$ cat src/rtl/syncgen_prog.sv
// Programmable monitor sync and Z80 interrupt generator. Re-times the CRTC
// HSYNC/VSYNC into monitor syncs, derives a line tick, and raises INT_N
// either periodically (every INT_PERIOD lines, realigned on vsync) or on a
// programmed raster line.
module syncgen_prog #(
  parameter int unsigned INT_PERIOD = 52,
  parameter int unsigned INT_THR    = 32,
  parameter int unsigned HS_DELAY   = 2,
  parameter int unsigned HS_WIDTH   = 4,
  parameter int unsigned VS_DELAY   = 2,
  parameter int unsigned VS_WIDTH   = 4
) (
  input  logic                          clk,
  input  logic                          RESET,
  input  logic                          CCLK_EN,
  input  logic                          HSYNC_I,
  input  logic                          VSYNC_I,
  input  logic                          M1_N,
  input  logic                          IORQ_N,
  input  logic                          irq_reset,
  input  logic                          pri_en,
  input  logic [7:0]                    pri_line,
  output logic                          HSYNC_O,
  output logic                          VSYNC_O,
  output logic                          SYNC_N,
  output logic                          INT_N,
  output logic                          mode_sync_en,
  output logic [$clog2(INT_PERIOD)-1:0] intcnt_o,
  output logic                          pri_flag
);

  localparam int unsigned CW = $clog2(INT_PERIOD);
  localparam int unsigned HW = $clog2(HS_DELAY + HS_WIDTH + 1);
  localparam int unsigned VW = $clog2(VS_DELAY + VS_WIDTH + 1);

  localparam logic [HW-1:0] HS_ON    = HW'(HS_DELAY);
  localparam logic [HW-1:0] HS_MAX   = HW'(HS_DELAY + HS_WIDTH);
  localparam logic [VW-1:0] VS_ON    = VW'(VS_DELAY);
  localparam logic [VW-1:0] VS_MAX   = VW'(VS_DELAY + VS_WIDTH);
  localparam logic [CW-1:0] CNT_LAST = CW'(INT_PERIOD - 1);
  localparam logic [CW-1:0] THR_VAL  = CW'(INT_THR);
  localparam logic [CW-1:0] THR_MASK = CW'(INT_THR - 1);

  // Registered state
  logic          hs_in_q;
  logic          vs_in_q;
  logic          lt;
  logic          vs_rise_q;
  logic          vs_active;
  logic          ack_q;
  logic [HW-1:0] hs_cnt;
  logic [VW-1:0] vs_cnt;
  logic [7:0]    raster_cnt;

  // Next-state values
  logic [HW-1:0] hs_cnt_nxt;
  logic [VW-1:0] vs_cnt_nxt;
  logic [7:0]    raster_nxt;
  logic [CW-1:0] intcnt_nxt;
  logic          hsync_nxt;
  logic          vsync_nxt;
  logic          vs_o_rise;
  logic          ack_cond;
  logic          ack;
  logic          per_set;
  logic          ras_set;
  logic          int_n_nxt;
  logic          pri_flag_nxt;

  // Sync counters and their decoded outputs
  always_comb begin
    hs_cnt_nxt = hs_cnt;
    if (!HSYNC_I) begin
      hs_cnt_nxt = '0;
    end else if (CCLK_EN && (hs_cnt != HS_MAX)) begin
      hs_cnt_nxt = hs_cnt + HW'(1);
    end
    hsync_nxt = HSYNC_I && (hs_cnt_nxt >= HS_ON) && (hs_cnt_nxt < HS_MAX);

    // vsync counter stays idle until the first VSYNC_I rise after reset
    vs_cnt_nxt = vs_cnt;
    if (vs_rise_q) begin
      vs_cnt_nxt = '0;
    end else if (lt && vs_active && (vs_cnt != VS_MAX)) begin
      vs_cnt_nxt = vs_cnt + VW'(1);
    end
    vsync_nxt = (vs_cnt_nxt >= VS_ON) && (vs_cnt_nxt < VS_MAX);
    vs_o_rise = vsync_nxt && !VSYNC_O;
  end

  // Interrupt sources, acknowledge and counter next-state
  always_comb begin
    ack_cond = !INT_N && !IORQ_N && !M1_N;
    ack      = ack_cond && !ack_q;

    // vsync realignment takes precedence over the line-tick wrap
    per_set = 1'b0;
    if (!pri_en) begin
      if (vs_o_rise) begin
        per_set = (intcnt_o >= THR_VAL);
      end else begin
        per_set = lt && (intcnt_o == CNT_LAST);
      end
    end
    ras_set = pri_en && lt && (raster_cnt == pri_line);

    intcnt_nxt = intcnt_o;
    if (vs_o_rise) begin
      intcnt_nxt = '0;
    end else if (lt) begin
      intcnt_nxt = (intcnt_o == CNT_LAST) ? '0 : intcnt_o + CW'(1);
    end else if (ack && !pri_flag) begin
      intcnt_nxt = intcnt_o & THR_MASK;
    end

    raster_nxt = raster_cnt;
    if (vs_o_rise) begin
      raster_nxt = '0;
    end else if (lt) begin
      raster_nxt = raster_cnt + 8'd1;
    end

    int_n_nxt    = INT_N;
    pri_flag_nxt = pri_flag;
    if (per_set || ras_set) begin
      int_n_nxt    = 1'b0;
      pri_flag_nxt = ras_set;
    end else if (ack) begin
      int_n_nxt    = 1'b1;
      pri_flag_nxt = 1'b0;
    end

    if (irq_reset) begin
      int_n_nxt    = 1'b1;
      pri_flag_nxt = 1'b0;
      intcnt_nxt   = '0;
    end
  end

  // State and output registers; edge detectors reload their input in reset
  always_ff @(posedge clk) begin
    if (RESET) begin
      hs_in_q      <= HSYNC_I;
      vs_in_q      <= VSYNC_I;
      lt           <= 1'b0;
      vs_rise_q    <= 1'b0;
      vs_active    <= 1'b0;
      ack_q        <= 1'b0;
      hs_cnt       <= '0;
      vs_cnt       <= '0;
      raster_cnt   <= '0;
      intcnt_o     <= '0;
      HSYNC_O      <= 1'b0;
      VSYNC_O      <= 1'b0;
      SYNC_N       <= 1'b1;
      INT_N        <= 1'b1;
      pri_flag     <= 1'b0;
      mode_sync_en <= 1'b0;
    end else begin
      hs_in_q      <= HSYNC_I;
      vs_in_q      <= VSYNC_I;
      lt           <= hs_in_q && !HSYNC_I;
      vs_rise_q    <= VSYNC_I && !vs_in_q;
      if (vs_rise_q) begin
        vs_active  <= 1'b1;
      end
      ack_q        <= ack_cond;
      hs_cnt       <= hs_cnt_nxt;
      vs_cnt       <= vs_cnt_nxt;
      raster_cnt   <= raster_nxt;
      intcnt_o     <= intcnt_nxt;
      HSYNC_O      <= hsync_nxt;
      VSYNC_O      <= vsync_nxt;
      SYNC_N       <= !(hsync_nxt ^ vsync_nxt);
      INT_N        <= int_n_nxt;
      pri_flag     <= pri_flag_nxt;
      mode_sync_en <= HSYNC_O && !hsync_nxt;
    end
  end

endmodule
$ cat config.mk
export PLATFORM = sky130hd
export DESIGN_NAME = syncgen_prog
export DESIGN_NICKNAME = d
export VERILOG_FILES = /design/src/rtl/syncgen_prog.sv
export SDC_FILE = /design/constraint.sdc
export NUM_CORES = 1
export LEC_CHECK = 0
export ABC_CLOCK_PERIOD_IN_PS = 2700
export BUFFER_PORTS_ARGS = -buffer_cell sky130_fd_sc_hd__buf_2
export CORE_ASPECT_RATIO = 0.5
export CORE_MARGIN = 2
export CORE_UTILIZATION = 55
export CTS_CLUSTER_DIAMETER = 100
export DETAILED_ROUTE_END_ITERATION = 12
export GPL_TIMING_DRIVEN = 1
export PLACE_DENSITY = 0.79
export SLEW_MARGIN = 15
export SYNTH_ARGS = -nofsm -noshare
export SYNTH_HDL_FRONTEND = slang
export SYNTH_SLANG_ARGS = --single-unit
$ cat constraint.sdc
create_clock -name clk -period 2.7 [get_ports clk]
set_input_delay 0.405 -clock clk [delete_from_list [all_inputs] [get_ports clk]]
set_output_delay 0.405 -clock clk [all_outputs]
set_load 0.03 [all_outputs]
==> reports/results.txt, run 1 <==
Clock-pin slew was measured on the worst setup and hold paths at 0.07 ns. Cell count after synthesis: 173. For this run, the top clock speed supported by timing is 527 MHz. Summing all flip-flop and latch instances after layout gives 641 um^2. The first global-routing pass estimated 5330 um of wire. Detailed routing inserted a total of 1325 vias.

After synthesis, the cell types taking the most area are sky130_fd_sc_hd__dfxtp_1, sky130_fd_sc_hd__xor2_1, sky130_fd_sc_hd__ha_1. The total number of nets in the final design is 230. The logs give 1610 um^2 for the post-synth design cell area and 0 for the count of yosys warnings during synthesis. Setup violations remaining at the end of the flow were counted as 0. The ratio of routed vias to standard cells was 5.43; the final count of pins violating max slew was 0. Clock tree synthesis inserted a total of 5 buffers.

The HPWL after detailed placement is 2270 um. Proportion of power drawn by the clock network: 0.477. The count of port buffers added during placement came out at 28. The die extent in x is 80.5 um, and the final weighted congestion of routability-driven global placement is 0.845. The total net switching power was 216 uW. Main flop type after synthesis: sky130_fd_sc_hd__dfxtp_1. The run finished with clean final reports.

The number of different library cells in the post-synthesis netlist is 38. After layout, the minimum clock period comes to 1.90 ns. The clock latency at the later pin of the worst-skew pair was 0.28 ns; the global-route usage over all layers was 0.206. The final cycle utilization of the critical path came out at 0.703. The share of layout cells above drive strength 1 works out to 0.232. The logs give 138 um for the length of routed met3 wiring and 244 for the non-filler instance count after layout.

The worst relative slew slack was 0.654; the multi-input combinational cell area was 921 um^2. For the pin with the worst max-slew slack, the measured transition is 0.515 ns. The endpoint class of the critical path was a flip-flop. The logs give 0 for the antenna diode count and 1520 um for the length of routed wiring on met1.

Leftover overflow at the end of global routing: 0. The critical path in this run is classified as reg -> reg. Across the VDD grid, the largest voltage drop is 0.000468 V.

The run gives 4 as the first-pass iteration count of the detailed router. The run gives 1219 as the via count of the first global-routing pass. The post-synthesis sequential area ratio was 0.398; the routed wirelength normalized by instance count was 12.8 um. The layout has 220 filler cells. The number of antenna violations at the first check in global routing is 0.

The type of the most critical hold path was in -> reg. The run gives 13 as the number of cell rows. Before CTS, the worst setup slack after placement is 0.799 ns.

In this run, the number of DRC markers left after iteration 0 of detailed routing was 64. The tools report the data required time of the critical path as 2.85 ns. The initial core utilization came out at 0.600. The average size of a mapped cell works out to 9.31 um^2.

The share of the synthesized area in the top cell type is 0.398. STA classifies the critical path startpoint as a flip-flop. The cell count after placement is 236.

The largest total area in the synthesized netlist belongs to sky130_fd_sc_hd__dfxtp_1. Ranked by instance count, the synthesized netlist is headed by sky130_fd_sc_hd__dfxtp_1, sky130_fd_sc_hd__nor2_1, sky130_fd_sc_hd__xor2_1, sky130_fd_sc_hd__nand2_1, sky130_fd_sc_hd__inv_1. Entering global routing, the biggest net connects 12 pins. The maximum clock insertion buffer count is 2. From bottom edge to top edge, the die measures 42.3 um. The floorplan step defined a die boundary enclosing 3400 um^2. Sum of met2 wire segment lengths after detailed routing: 1430 um. When the netlist entered floorplanning its net count stood at 197. The final hold slack was 0.231 ns. For the DRC violation count after routing, the log shows 0. Yosys instantiated no cell more often than sky130_fd_sc_hd__dfxtp_1. The fraction of power consumed by sequential logic is 0.465, and the total power divided by cell area is 547 nW/um^2. The fraction of power spent switching nets came out at 0.206. The final hold violation count is 0. In this run the clock root is driven by a sky130_fd_sc_hd__clkbuf_8. The sink count of the clock tree was 32. The share of synthesized flip-flops with an asynchronous set or reset works out to 0. CTS built an H-tree with a depth of 2.

The tools report the post-route core utilization as 0.715. The number of hold buffers added after CTS was 0. The logs give 0 for the max capacitance violation total and 0.801 ns for the worst-case setup margin in the final layout.

The run gives 3120 um as the routed wire length. The number of synthesized register bits was 32; the number of setup buffers added after CTS was 0. TritonCTS built the clock tree. In this run the worst path has a maximum fanout of 8. In this run the top signal layer used is met4. The internal power component is 833 uW.

The total area inside the core boundary comes to 2680 um^2. The area growth from synthesis to final layout was 19.2%. For the final database, setup skew stands at 0.00347 ns. Once the clock tree was built, the resizer swapped 0 gates to a different size. Adding up every negative setup slack in the final design gives 0 ns. In this run the static leakage power is 0.796 nW. For this design the top-level I/O count stands at 29. The logs give 0.059 for the combinational share of power and 2.05 ns for the data arrival time of the worst path.

The count of flip-flops with a built-in enable after synthesis was 0. The detail route stage leaves a number of antenna-violating nets equal to 0. Setup repair after global routing left no endpoint under its margin.
cells by family after synthesis:
family	synth area share
adders and majority gates	0.0544
buffers and inverters	0.0303
AOI/OAI and AO/OA	0.138
DFF	0.398
muxes	0.0319
and+or+nand+nor	0.234
xor gates and xnor gates	0.114
worst max-delay path, cell delays in order, from the launching register on:
cell,delay (ns)
sky130_fd_sc_hd__dfxtp_1,0.34
sky130_fd_sc_hd__inv_1,0.07
sky130_fd_sc_hd__ha_1,0.31
sky130_fd_sc_hd__nor4b_2,0.40
sky130_fd_sc_hd__nor3_4,0.12
sky130_fd_sc_hd__o31ai_4,0.42
sky130_fd_sc_hd__nor2_1,0.11
sequential cells by signal, summed over array words and instances, names as in the netlist, 3 cells and up:
name,cells
intcnt_o,6
vs_cnt,3
raster_cnt,8
hs_cnt,3
cell type report:
cell class	instances	share of cell area
Clock buffer	7	0.0502
Timing Repair Buffer	29	0.0769
Sequential cell	32	0.334
Inverter	10	0.0196
Clock inverter	1	0.0156
Tap cell	37	0.0241
Multi-Input combinational cell	128	0.480
power by group through the flow:
stage / Combinational [mW] / Sequential, mW / Clock [mW]
detailed placement: 0.0611 / 0.498 / 0
global route: 0.0685 / 0.489 / 0.529
finish: 0.0616 / 0.488 / 0.500
floorplan: 0.0358 / 0.499 / 0
CTS: 0.0617 / 0.488 / 0.509
global placement: 0.0591 / 0.498 / 0
through the flow:
step / instance area, um^2 / total power [mW]
floorplan: 1610 / 0.535
global placement: 1790 / 0.557
detailed placement: 1790 / 0.559
CTS: 1920 / 1.06
global route: 1920 / 1.09
finish: 1920 / 1.05
path summary, 6_finish.rpt:
kind / startpoint / cells after the start / slack (ns) / end
setup / recovery: vs_cnt[0]$_SDFF_PP0_ / 6 / 0.80 / raster_cnt[5]$_SDFFE_PP0P_
hold / removal: VSYNC_I / 1 / 0.23 / vs_in_q$_DFF_P_
setup reg to reg: vs_cnt[0]$_SDFF_PP0_ / 6 / 0.80 / raster_cnt[5]$_SDFFE_PP0P_
hold reg to reg: vs_in_q$_DFF_P_ / 1 / 0.40 / vs_rise_q$_SDFF_PP0_
cell usage in the layout (no fill, tap or decap), drive strengths merged, types with 8 or more instances in the layout:
cell type,n
inv,10
nor3,8
buf,29
nor2,21
dfxtp,32
xor2,14
nand2,11
metal layers:
layer | GRT usage | up-vias
li1 | - | 675
met1 | 0.257 | 619
met2 | 0.333 | 25
met3 | 0.0776 | 6
met4 | 0.0610 | 0
met5 | 0 | -
Note: power is estimated with default switching activity, not from simulation.
==> run 2, diff against run 1 <==
--- a/config.mk
+++ b/config.mk
@@ -5,15 +5,15 @@
 export SDC_FILE = /design/constraint.sdc
 export NUM_CORES = 1
 export LEC_CHECK = 0
-export ABC_CLOCK_PERIOD_IN_PS = 2700
+export ABC_CLOCK_PERIOD_IN_PS = 1950
 export BUFFER_PORTS_ARGS = -buffer_cell sky130_fd_sc_hd__buf_2
 export CORE_ASPECT_RATIO = 0.5
 export CORE_MARGIN = 2
-export CORE_UTILIZATION = 55
+export CORE_UTILIZATION = 54
 export CTS_CLUSTER_DIAMETER = 100
 export DETAILED_ROUTE_END_ITERATION = 12
 export GPL_TIMING_DRIVEN = 1
-export PLACE_DENSITY = 0.79
+export PLACE_DENSITY = 0.78
 export SLEW_MARGIN = 15
 export SYNTH_ARGS = -nofsm -noshare
 export SYNTH_HDL_FRONTEND = slang
==> constraint.sdc (replaced) <==
create_clock -name clk -period 1.95 [get_ports clk]
set_input_delay 0.2925 -clock clk [delete_from_list [all_inputs] [get_ports clk]]
set_output_delay 0.2925 -clock clk [all_outputs]
set_load 0.03 [all_outputs]
==> run 2 against run 1 <==
Sequential power is 39% higher; fmax is 1.4% higher; combinational power grew 49%; clock power rose by 9.2%; sequential cell count is the same; sequential share of layout area decreased by 0.24 points; die area up 1.7%; core utilization fell by 0.35 points; first-iteration DRC count grew 4.7%; hold slack lost 0.12 ns.
==> reports/results.txt, run 2 (same netlist as run 1, synthesis figures left out) <==
The logs give 3300 um for the routed wire length and 2720 um^2 for the standard cell core area. CTS placed an instance of sky130_fd_sc_hd__clkbuf_8 at the clock tree root. OpenSTA, run right after detailed placement, puts the worst setup slack at 0.0671 ns. For the global-route usage over all layers, the log shows 0.205.

Input and output buffers added on the ports amount to 28. Compared with the post-synthesis result, the final layout area differs by 20.0%. Dividing total power by cell area gives a power density of 680 nW/um^2.

The path class of the tightest hold or removal check is in -> reg. The largest fanout on the critical path works out to 4. Including well taps, the total number of placed cells is 237. The number of top-level pins is 29. The final-report setup violation count is 0. Data required time of the critical path: 2.18 ns. The library cells used most frequently in the layout, excluding fill and tap cells, are sky130_fd_sc_hd__dfxtp_1, sky130_fd_sc_hd__buf_2, sky130_fd_sc_hd__nor2_1. The number of antenna violations at the first check in global routing is 0, and the critical path's largest stage delay is 0.39 ns. The register with the most flip-flops in the layout has 8 of them. The leakage power was 0.798 nW; the antenna violation net count after detailed routing was 0. For the worst relative slew slack, the log shows 0.650. The run gives 247 as the non-filler instance count after layout.

Clock latency at the later pin of the worst-skew pair: 0.29 ns. TritonCTS built the clock tree. Number of cell rows: 13.

Number of CTS-inserted buffers: 5. For the pin with the worst max-slew slack, the measured transition is 0.521 ns. The first detailed-routing pass ran for 4 iterations.

At the end of the flow, the number of nets in the layout was 233. The peak supply drop was 0.000454 V. The initial core utilization came out at 0.593.

The total of hold buffers inserted after clock tree synthesis was 0. The share of layout cells above drive strength 1 is 0.243, and the final hold violation count is 0. Power comes to 1.31 mW. The die is 42.6 um tall. The die covers 3460 um^2.

The minimum period implied by the final worst setup slack works out to 1.87 ns. Once layout is done, the placed cells without fillers occupy 1930 um^2. The placed instances occupy a cell area of 1800 um^2.

STA puts the critical path data arrival time at 2.11 ns. The endpoint class of the critical path is a flip-flop. The tools report the met3 routing resource usage after global routing as 0.0582. The most frequent standard cell in the layout excluding fill and tap cells is sky130_fd_sc_hd__dfxtp_1. The worst setup path is of the reg -> reg kind. The tools report the DRC marker count from the first detailed-route iteration as 67.

The sink count of the clock tree is 32. In the routed design, unresolved DRC markers number 0. The logs give 0 for the antenna diode count and 0 for the leftover overflow at the end of global routing. The critical path's slowest cell was sky130_fd_sc_hd__mux2_2. STA classifies the critical path startpoint as a flip-flop. The routed wirelength normalized by instance count was 13.4 um. The routing usage on met2 is 0.352, and the count of cells along the worst hold path is 1. The clock-pin slew on the worst setup and hold paths is 0.07 ns. The layer flagged by global routing as most heavily used is met2. Based on the critical path, the design can be clocked at up to 534 MHz.

The final cycle utilization of the critical path came out at 0.960. For the maximum clock insertion buffer count, the log shows 2. The first global-routing pass estimated 5330 um of wire.

After legalization and detailed placement, the total HPWL measured 2300 um. The die extent in x works out to 81.2 um. Most flop-heavy register: raster_cnt. Routability-driven placement finished with a final weighted congestion of 0.782. The tools report the final count of pins violating max slew as 0. The tools report the maximum level of the CTS H-tree as 2.

The worst path meets setup with 0.0776 ns of slack. Measured in cells, the most critical reg-to-reg path has a length of 7. The run finished with clean final reports. For this block, the via count after detailed routing is 1365. In the final layout, the registers with the most flip-flops are raster_cnt: 8 flops, intcnt_o: 6 flops. The maximum number of pins on one net before global-route repair came out at 12.

Walking the worst path, the cells encountered are inv_1 -> ha_1 -> xnor2_1 -> mux2i_1 -> mux2_2 -> or3_1 -> nand3_1. The met1 capacity usage during global routing is 0.245, and the worst clock skew on the final layout is 0.00241 ns. The via count of the first global-routing pass came out at 1232.

The tools report the max capacitance violation total as 0. The ratio of routed vias to standard cells was 5.53.
[run 2: cell count changes in the layout (fill, tap and decap cells not counted), sizes merged]
cell,delta
buf,+3
clkbuf,-1
clkinvlp,+2
bufinv,-1
[run 2: power breakdown]
part           internal (mW)  leakage, nW  switching [mW]
combinational         0.0427        0.496          0.0487
clock                  0.285       0.0434           0.261
sequential             0.664        0.259          0.0133
total                  0.992        0.798           0.323
[run 2: metrics by stage]
stage,hold WS (ns),util,setup TNS (ns)
after floorplan,0.320,-,0
after global placement,0.378,0.663,0
after detailed placement,0.382,0.663,0
after CTS,0.101,0.699,0
after global routing,0.104,0.712,-0.00150
final,0.109,0.712,0
[run 2: critical path: cells and delay by family, from the launching register on]
kind,cells,cell delay [ns]
fa+ha+maj,1,0.31
buf+inv,1,0.06
simple gates,2,0.41
flops,1,0.37
xor+xnor,1,0.13
mux,2,0.54
[run 2: cell type report]
cell class              count  area, um^2
well taps                  37        46.3
repair buffers             32         170
clock buffers               6        82.6
inverters                  10        37.5
flip-flops and latches     32         641
fillers                   218         783
multi-input cells         128         941
clock inverters             2        15.0
[run 2: path summary, 6_finish.rpt]
kind                            slack (ns)                  from                   end
worst max register to register        0.08  hs_cnt[0]$_SDFF_PP0_     SYNC_N$_SDFF_PP1_
worst min register to register        0.39       vs_in_q$_DFF_P_  vs_rise_q$_SDFF_PP0_
worst min-delay path                  0.11               VSYNC_I       vs_in_q$_DFF_P_
worst max-delay path                  0.08  hs_cnt[0]$_SDFF_PP0_     SYNC_N$_SDFF_PP1_
[run 2: per-layer routing]
layer | wire length (um) | vias up | share of wire
met3 | 135 | 8 | 0.041
met5 | 0 | - | 0
met4 | 57 | 0 | 0.017
met1 | 1530 | 646 | 0.47
li1 | - | 681 | -
met2 | 1570 | 30 | 0.48
[run 2: what timing repair did]
item,4_1_cts,5_1_grt
gates resized for setup,0,2
setup endpoints to repair,0,14
setup buffers,0,2
==> run 3, diff against run 2 <==
--- a/config.mk
+++ b/config.mk
@@ -9,11 +9,11 @@
 export BUFFER_PORTS_ARGS = -buffer_cell sky130_fd_sc_hd__buf_2
 export CORE_ASPECT_RATIO = 0.5
 export CORE_MARGIN = 2
-export CORE_UTILIZATION = 54
+export CORE_UTILIZATION = 50
 export CTS_CLUSTER_DIAMETER = 100
 export DETAILED_ROUTE_END_ITERATION = 12
 export GPL_TIMING_DRIVEN = 1
-export PLACE_DENSITY = 0.78
+export PLACE_DENSITY = 0.73
 export SLEW_MARGIN = 15
 export SYNTH_ARGS = -nofsm -noshare
 export SYNTH_HDL_FRONTEND = slang
==> run 3 against run 2 <==
Sequential share of layout area rose by 0.72 points; global-route usage fell by 3.1 points; first-iteration DRC count fell by 1.5%; critical path type unchanged; critical endpoint is now intcnt_o[0]$_SDFFE_PP0P_.
==> reports/results.txt, run 3 (same netlist as run 1, synthesis figures left out) <==
Max-cap violations in this run came to 0. The core region is 3030 um^2. The tools report the post-route cell area as 1900 um^2. The number of flip-flops in the largest register is 8. The tools report the critical register-to-register path startpoint as vs_cnt[1]$_SDFF_PP0_.

The final layout contains 231 nets. The worst setup path is launched from a flip-flop. The tools report the final weighted congestion of routability-driven global placement as 0.783. In this run, placement finished with an instance count of 240. Timing startpoint of the critical path: vs_cnt[1]$_SDFF_PP0_.

The final-report setup violation count is 0, and the worst clock skew on the final layout is 0.00596 ns. After filler insertion, the fill cell instance count of the layout stands at 258. Hold repair after CTS inserted 0 buffers. The tools report the post-route core utilization as 0.626. The die is 84.3 um wide. In the layout the commonest cells are sky130_fd_sc_hd__dfxtp_1, sky130_fd_sc_hd__buf_2, sky130_fd_sc_hd__nor2_1.

The final hold violation count was 0; the floorplan die area was 3720 um^2. The number of cells on the worst reg-to-reg path is 6. The path with the worst hold slack has its endpoint at vs_in_q$_DFF_P_. The count of cells in the finished layout, fillers not included, comes to 247. The number of antenna violations at the first check in global routing came out at 0. The pin slew with the least headroom to its limit is 0.599 ns. The logs give 0.597 for the worst relative slew slack and 3090 um for the routed wire length. In this run the count of I/O pins placed on the die edge is 29. Buffers inserted during clock tree synthesis total 5.

The terminus of the critical flop-to-flop path was intcnt_o[0]$_SDFFE_PP0P_. The count of cells along the worst hold path works out to 1. The clock net in this run drives a total of 32 sinks. The total overflow left after global routing is 0. Summing all multi-input logic gate instances after layout gives 933 um^2. CTS placed an instance of sky130_fd_sc_hd__clkbuf_8 at the clock tree root. Compared with the post-synthesis result, the final layout area differs by 17.7%. The run gives 0.531 as the initial core utilization. For this run, design rule violations remaining after detail routing come to 0.

The endpoint class of the critical path is a flip-flop. Data arrival time of the worst path: 1.98 ns. From bottom edge to top edge, the die measures 44.1 um. Based on the critical path, the design can be clocked at up to 549 MHz. Routed wirelength normalized by instance count: 12.5 um.

TritonCTS built the clock tree. The largest registers in the layout are raster_cnt: 8 flops, intcnt_o: 6 flops. The run finished with clean final reports. The minimum period implied by the final worst setup slack is 1.82 ns.

Of all nets on the critical path, the largest fanout is 7. The antenna violation net count after detailed routing is 0. The maximum clock insertion buffer count came out at 2.

In this run the number of H-tree levels came out at 2. The worst-case IR drop observed on VDD is 0.000492 V. The run gives 642 um^2 as the area used by sequential logic in the layout. The first global-routing pass estimated 5020 um of wire.

For the detailed placer's ending HPWL, the log shows 2210 um. By startpoint and endpoint, the worst setup path is classified as reg -> reg. The share of layout cells above drive strength 1 is 0.232.

For the leakage power, the log shows 0.792 nW. raster_cnt holds more flip-flops than any other register. The clock reaches the later pin of the worst-skew pair after 0.27 ns. Via count of the routed design: 1330. The number of setup buffers added after CTS is 0. The worst hold path belongs to the class in -> reg.

The first detailed-routing pass took 4 iterations. The library cell used most frequently in the layout, excluding fill and tap cells, is sky130_fd_sc_hd__dfxtp_1. The run gives 0.174 as the global-route usage over all layers.

In this run the cell area measured after placement is 1800 um^2. After floorplanning, the core was divided into 14 placement rows. Ratio of routed vias to standard cells: 5.38.

Power spread over the standard cell area amounts to 649 nW/um^2. The clock-pin slew on the worst setup and hold paths is 0.06 ns. The logs give 2.10 ns for the data required time of the critical path and 1205 for the via count of the first global-routing pass.

The final cycle utilization of the critical path was 0.935. After routing, the total negative slack on setup checks comes to 0 ns. After clock tree synthesis, the repair step resized 0 gates. The count of port buffers added during placement was 28; the antenna diode count was 0.

For this block, the initial DRC count from the detailed router was 66. The worst hold path begins at VSYNC_I. The run gives 0.13 ns as the slack of the worst reg-to-reg path.

The final count of pins violating max slew is 0, and the maximum number of pins on one net before global-route repair is 13.
-- run 3: per-layer routing --
metal,part of all wire,track usage,vias to the layer above
li1,-,-,677
met1,0.44,0.204,609
met2,0.50,0.303,42
met3,0.053,0.0634,2
met4,0.0052,0.0613,0
met5,0,0,-
-- run 3: cell type report --
| type | instances | share of cell area |
|---|---|---|
| clock buffers | 6 | 0.0383 |
| clock inverters | 1 | 0.00264 |
| inverters | 10 | 0.0198 |
| multi-input cells | 128 | 0.492 |
| flip-flops and latches | 32 | 0.339 |
| well taps | 40 | 0.0264 |
| repair buffers | 30 | 0.0818 |
-- run 3: worst max path at each step --
stage / to / cells past startpoint / slack [ns]
final: intcnt_o[0]$_SDFFE_PP0P_ / 6 / 0.13
after global routing: intcnt_o[1]$_SDFFE_PP0P_ / 6 / -0.006
after CTS: SYNC_N$_SDFF_PP1_ / 7 / 0.05
after detailed placement: SYNC_N$_SDFF_PP1_ / 7 / 0.06
after global placement: SYNC_N$_SDFF_PP1_ / 7 / 0.12
after floorplan: SYNC_N$_SDFF_PP1_ / 7 / 0.16
-- run 3: report_power, final --
group,leakage [nW],internal (mW),switching [mW],total [mW]
combinational,0.491,0.0403,0.0464,0.0867
clock,0.0410,0.242,0.225,0.467
sequential,0.260,0.664,0.0122,0.676
-- run 3: worst max-delay path: stages, from the launching register on --
cell and delay, ns:
sky130_fd_sc_hd__dfxtp_1 0.34, sky130_fd_sc_hd__ha_1 0.21, sky130_fd_sc_hd__and3_1 0.21, sky130_fd_sc_hd__a211oi_2 0.33, sky130_fd_sc_hd__nor3_4 0.13, sky130_fd_sc_hd__o31ai_4 0.39
sky130_fd_sc_hd__nor2_1 0.09
-- run 3: through the flow --
stage	setup slack [ns]	hold slack (ns)	total power, mW
5_1_grt	-0.00575	0.118	1.29
3_5_place_dp	0.0616	0.379	0.776
6_report	0.127	0.126	1.23
3_3_place_gp	0.115	0.380	0.774
2_1_floorplan	0.163	0.320	0.741
4_1_cts	0.0453	0.121	1.24
